**src/rtl/pipelined_cla_adder.sv**
```systemverilog
// pipelined_cla_adder
//   Pipelined carry-look-ahead adder/subtractor. The operands are split into
//   GROUP-bit slices, and each pipeline stage resolves one slice with a
//   flattened two-level lookahead. The slice carry is registered into the next
//   stage. Each stage keeps only the operand bits that later stages still need,
//   and the sum bits already computed ride along with the beat.
//
//   Latency is STAGES cycles and throughput is one beat per cycle. If the
//   output is valid but not taken, the whole pipeline holds.
//
// Ports
//   clk        rising-edge clock
//   rst        synchronous, active-high reset
//   in_valid   operand beat valid
//   in_ready   block can accept a beat this cycle
//   a, b       operands (WIDTH bits)
//   cin        carry-in (add) / borrow-in (sub)
//   sub        0: a+b+cin, 1: a-b-cin
//   out_valid  result valid
//   out_ready  downstream accepts result
//   sum        result (modulo 2^WIDTH)
//   cout       carry out of MSB (sub: 1 = no borrow)
//   ovf        signed two's-complement overflow

module pipelined_cla_adder #(
    parameter int WIDTH = 16,
    parameter int GROUP = 4
) (
    input  logic             clk,
    input  logic             rst,
    input  logic             in_valid,
    output logic             in_ready,
    input  logic [WIDTH-1:0] a,
    input  logic [WIDTH-1:0] b,
    input  logic             cin,
    input  logic             sub,
    output logic             out_valid,
    input  logic             out_ready,
    output logic [WIDTH-1:0] sum,
    output logic             cout,
    output logic             ovf
);

    localparam int STAGES = WIDTH / GROUP;

    // One GROUP-bit lookahead slice. Each carry is written as a sum of
    // products over the slice generate/propagate terms, so carries do not
    // ripple through one another. Result is {carry_out, slice_sum}.
    function automatic logic [GROUP:0] cla_slice(
        input logic [GROUP-1:0] x,
        input logic [GROUP-1:0] y,
        input logic             ci
    );
        logic [GROUP-1:0] g;
        logic [GROUP-1:0] p;
        logic [GROUP:0]   c;
        logic             prod;
        logic             term;
        g    = x & y;
        p    = x ^ y;
        c    = '0;
        c[0] = ci;
        for (int i = 0; i < GROUP; i++) begin
            term = 1'b0;
            prod = 1'b1;
            for (int j = i; j >= 0; j--) begin
                term = term | (prod & g[j]);
                prod = prod & p[j];
            end
            c[i+1] = term | (prod & ci);
        end
        return {c[GROUP], p ^ c[GROUP-1:0]};
    endfunction

    logic             stall;
    logic             en;
    logic [WIDTH-1:0] b_eff;
    logic             c0;

    // Subtraction is a + ~b + ~cin.
    assign b_eff    = b ^ {WIDTH{sub}};
    assign c0       = cin ^ sub;

    assign stall    = out_valid && !out_ready;
    assign en       = !stall;
    assign in_ready = !stall;

    for (genvar k = 0; k < STAGES; k++) begin : g_stage
        // Operand bits still unprocessed when the beat reaches this stage.
        localparam int REM = WIDTH - k * GROUP;

        logic [REM-1:0]   a_in;
        logic [REM-1:0]   b_in;
        logic [WIDTH-1:0] s_in;
        logic             c_in;
        logic             v_in;
        logic [GROUP:0]   res;
        logic [WIDTH-1:0] s_nx;

        logic             v_q;
        logic [WIDTH-1:0] s_q;
        logic             c_q;

        if (k == 0) begin : g_src
            assign a_in = a;
            assign b_in = b_eff;
            assign s_in = '0;
            assign c_in = c0;
            assign v_in = in_valid;
        end else begin : g_src
            assign a_in = g_stage[k-1].g_fwd.a_q;
            assign b_in = g_stage[k-1].g_fwd.b_q;
            assign s_in = g_stage[k-1].s_q;
            assign c_in = g_stage[k-1].c_q;
            assign v_in = g_stage[k-1].v_q;
        end

        assign res = cla_slice(a_in[GROUP-1:0], b_in[GROUP-1:0], c_in);

        always_comb begin
            s_nx = s_in;
            s_nx[k*GROUP +: GROUP] = res[GROUP-1:0];
        end

        always_ff @(posedge clk) begin
            if (rst) begin
                v_q <= 1'b0;
                s_q <= '0;
                c_q <= 1'b0;
            end else if (en) begin
                v_q <= v_in;
                s_q <= s_nx;
                c_q <= res[GROUP];
            end
        end

        if (k < STAGES - 1) begin : g_fwd
            // Upper operand bits travel on, shifted down so that the next
            // stage always takes its slice from the low GROUP bits.
            logic [REM-GROUP-1:0] a_q;
            logic [REM-GROUP-1:0] b_q;

            always_ff @(posedge clk) begin
                if (rst) begin
                    a_q <= '0;
                    b_q <= '0;
                end else if (en) begin
                    a_q <= a_in[REM-1:GROUP];
                    b_q <= b_in[REM-1:GROUP];
                end
            end
        end else begin : g_ovf
            // The last stage holds the operand MSBs, so overflow is settled here.
            logic ovf_q;

            always_ff @(posedge clk) begin
                if (rst) begin
                    ovf_q <= 1'b0;
                end else if (en) begin
                    ovf_q <= (a_in[GROUP-1] == b_in[GROUP-1]) &&
                             (res[GROUP-1] != a_in[GROUP-1]);
                end
            end
        end
    end

    assign out_valid = g_stage[STAGES-1].v_q;
    assign sum       = g_stage[STAGES-1].s_q;
    assign cout      = g_stage[STAGES-1].c_q;
    assign ovf       = g_stage[STAGES-1].g_ovf.ovf_q;

endmodule

```
**config.mk**
```make
export PLATFORM = sky130hd
export DESIGN_NAME = pipelined_cla_adder
export DESIGN_NICKNAME = d
export VERILOG_FILES = /design/src/rtl/pipelined_cla_adder.sv
export SDC_FILE = /design/constraint.sdc
export NUM_CORES = 1
export LEC_CHECK = 0
export CAP_MARGIN = 20
export CORE_ASPECT_RATIO = 0.7
export CORE_MARGIN = 2
export CORE_UTILIZATION = 54
export DETAILED_ROUTE_END_ITERATION = 8
export PLACE_DENSITY = 0.87
export RECOVER_POWER = 25
export SLEW_MARGIN = 20
export SYNTH_ARGS = -nofsm -noshare
export SYNTH_HDL_FRONTEND = slang
export SYNTH_SLANG_ARGS = --single-unit
```
**constraint.sdc**
```tcl
create_clock -name clk -period 2.4 [get_ports clk]
set_clock_uncertainty 0.15 [all_clocks]
set_input_delay 0.36 -clock clk [delete_from_list [all_inputs] [get_ports clk]]
set_output_delay 0.36 -clock clk [all_outputs]
set_load 0.05 [all_outputs]
```
==> impl_metrics.csv <==
group,metric,value,unit
yosys,synth-seq-cells,97,
place,dp_cells,622,
power,swShare,24.14,%
setup_path,start_kind,"input port",
timing,max_freq,466.5,MHz
timing,period_needed,2.144,ns
route,firstDrtPassIters,4,
route,drtIter0Drc,184,
floorplan,die-area,0.008344,mm^2
power,p_per_area,689.6,mW/mm^2
setup_path,path_buf_inv,2,
yosys,synth_nets,545,
floorplan,std_cell_rows,26,
cts,cts_made_buffers,9,
yosys,synth.most_common_cell,"nand2_1",
cts,clk_pin_slew,0.08,ns
yosys,syn_area_per_cell,8.448,um^2
final_layout,fin_cells,637,
job,max-cap-violations,0,
yosys,synth_area_leader_cell,"dfxtp_1",
yosys,yosysTopAreaCellShare,47.20,%
final_layout,nFillCells,609,
global_route,antenna_found_initial,0,
cts,root_buffer,"clkbuf_8",
global_route,grt_max_degree,63,
cts,worstSkewPairLatency,0.37,ns
yosys,synthArstFlopShare,0,%
route,drcViolationCount,0,
yosys,synth_ff_type,"dfxtp_1",
timing,rsz0062_at_grt,"no",
global_route,track_usage,22.01,%
floorplan,die_w,108.3,um
cts,clockBufferDepth,2,
setup_path,worstPathCellList,"clkdlybuf4s50_1, buf_4, xor2_1, ha_1, nand3_1, o22ai_1, o21a_1, o31ai_1",
final_layout,multi_input_area,0.001972,mm^2
floorplan,initial_core_util,55.96,%
cts,cts.hold.buffers_added,0,
global_route,first_global_vias,3332,
power,p_comb_share,13.2,%
timing,worstMarginPinSlew,1.170,ns
final_layout,seq_area,0.001942,mm^2
setup_path,setup.worst_path.class,"input port to register",
place,port_buffers,57,
power,share_seq_of_total_power,51.8,%
final_layout,syn_to_final_growth,20.83,%
final_layout,diodes,0,
timing,final-hold-violation-count,0,
power,p_sw,0.0008276,W
cts,cts_tree,"done",
setup_path,path_max_fanout,4,
power,p_leak,1.952,nW
yosys,syn_inst,487,
route,dr_total_vias,3387,
place,place_hpwl,5.846,mm
yosys,yosysWarnings,0,
run_status,status,"complete, no violations",
cts,postCtsSetupRepairBufs,0,
yosys,ys_seq_area_share,47.20,%
floorplan,io_pins,58,
route,post_drt_wl_per_cell,13.18,um
setup_path,crit_family,"buffers and inverters",
timing,finalSetupViolations,0,
power,clkPwrFrac,35.0,%
timing,hold_ws,0.3037,ns
yosys,synth_common_cells,"nand2_1 (139), dfxtp_1 (97), a21oi_1 (71), nor2_1 (30), a211oi_1 (24)",
yosys,synth_edf_count,0,
setup_path,slowest_stage,"clkdlybuf4s50_1",
final_layout,layout.nets,593,
power,ir_drop,0.4830,mV
setup_path,setup.worst_path.end_class,"register",
timing,slew_headroom,22.01,%
global_route,overflow,0,
timing,period_share,89.31,%
setup_path,cp.arrival,2.27,ns
yosys,synth.distinct_cells,36,
yosys,ys_top_cells_by_area,"dfxtp_1 (47%), nand2_1 (13%), a21oi_1 (8.6%)",
timing,slew_violations,0,
cts,cts.sinks,97,
route,ant_nets,0,
floorplan,coreArea,0.007352,mm^2
setup_path,slowest_delay,0.57,ns
global_route,grt_pass1_wl,14.41,mm
cts,ctsResizeCount,0,
final_layout,drive_gt1_share,6.679,%
yosys,synthesis.area,0.004114,mm^2
power,p_int,0.002601,W
floorplan,die-height,77.03,um
hold_path,hold_class,"register to register",
route,viasPerCell,5.317,
setup_path,cp.required,2.52,ns
place,place_congestion,0.8808,
cts,htree_levels,3,
route,wl,8.397,mm
-- state kept, by name (all words and copies together) (netlist names) --
| register | cells |
|---|---|
| g_stage.g_fwd.a_q | 24 |
| g_stage.g_fwd.b_q | 24 |
| g_stage.s_q | 24 |
| sum | 16 |
| g_stage.c_q | 3 |
| g_stage.v_q | 3 |
| cout | 1 |
| out_valid | 1 |
| ovf | 1 |
-- cell families after synthesis --
| family | count (synthesis) | synth area share (%) |
|---|---|---|
| adders and majority gates | 20 | 6.813 |
| xor gates and xnor gates | 22 | 5.140 |
| and+or+nand+nor | 191 | 19.13 |
| DFF | 97 | 47.20 |
| AOI/OAI and AO/OA | 117 | 16.85 |
| buffers and inverters | 40 | 4.866 |
-- power groups by stage --
| stage | Sequential (W) | Clock (W) | Combinational (W) |
|---|---|---|---|
| after floorplan | 0.00184 | 0 | 0.000259 |
| after global placement | 0.00181 | 0 | 0.000431 |
| after detailed placement | 0.00181 | 0 | 0.000452 |
| after CTS | 0.00178 | 0.00123 | 0.000455 |
| after global routing | 0.00179 | 0.00130 | 0.000501 |
| final | 0.00178 | 0.00120 | 0.000452 |
-- tightest hold or removal path, cell delays in order, from the launching register on --
cell     delay, ns
dfxtp_1       0.31
nand2_1       0.05
a21oi_1       0.05
-- stage by stage --
stage	instance area [um^2]	TNS (ns)	power (W)	worst slack (ns)	utilization [%]
2_1_floorplan	4114	0	0.002098	0.2915	-
3_3_place_gp	4761	0	0.002240	0.04774	64.75
3_5_place_dp	4761	-0.1902	0.002264	-0.1279	64.75
4_1_cts	4990	0	0.003459	0.2658	67.87
5_1_grt	4971	0	0.003591	0.1458	67.61
6_report	4971	0	0.003428	0.2565	67.61
-- area by class of cell --
class	instances	share of cell area, %
Sequential cell	97	39.06
Multi-Input combinational cell	350	39.67
Timing Repair Buffer	70	13.67
Clock inverter	2	1.208
Tap cell	98	2.467
Inverter	7	0.5286
Clock buffer	13	3.398
-- placed cells by master, fill, tap and decap left out, types with 3 or more instances in the layout --
cell type / instances
nand2_1: 139
or3_1: 5
a211oi_1: 24
xnor2_1: 16
nand3b_1: 6
dfxtp_1: 97
clkdlybuf4s50_1: 55
inv_1: 6
o21ai_0: 8
clkbuf_8: 12
buf_4: 10
nand3_1: 3
nor2_1: 30
fa_1: 4
nor3_1: 4
ha_1: 16
a21oi_1: 71
xor2_1: 5
-- metal layers --
layer	share of wire, %	track usage (%)	vias to the layer above
met5	0	0	-
met4	1.6	7.179	0
met3	5.3	7.993	16
met2	49	37.55	72
met1	44	25.60	1579
li1	-	-	1720
-- worst paths after layout --
kind,start,endpoint,slack [ns],depth (start not counted)
setup / recovery,sub,g_stage[0].s_q[3],0.26,8
hold / removal,g_stage[2].s_q[7],g_stage[2].s_q[7],0.30,2
setup reg to reg,out_valid,g_stage[1].c_q,0.35,4
hold reg to reg,g_stage[2].s_q[7],g_stage[2].s_q[7],0.30,2
Note: power is estimated with default switching activity, not from simulation.
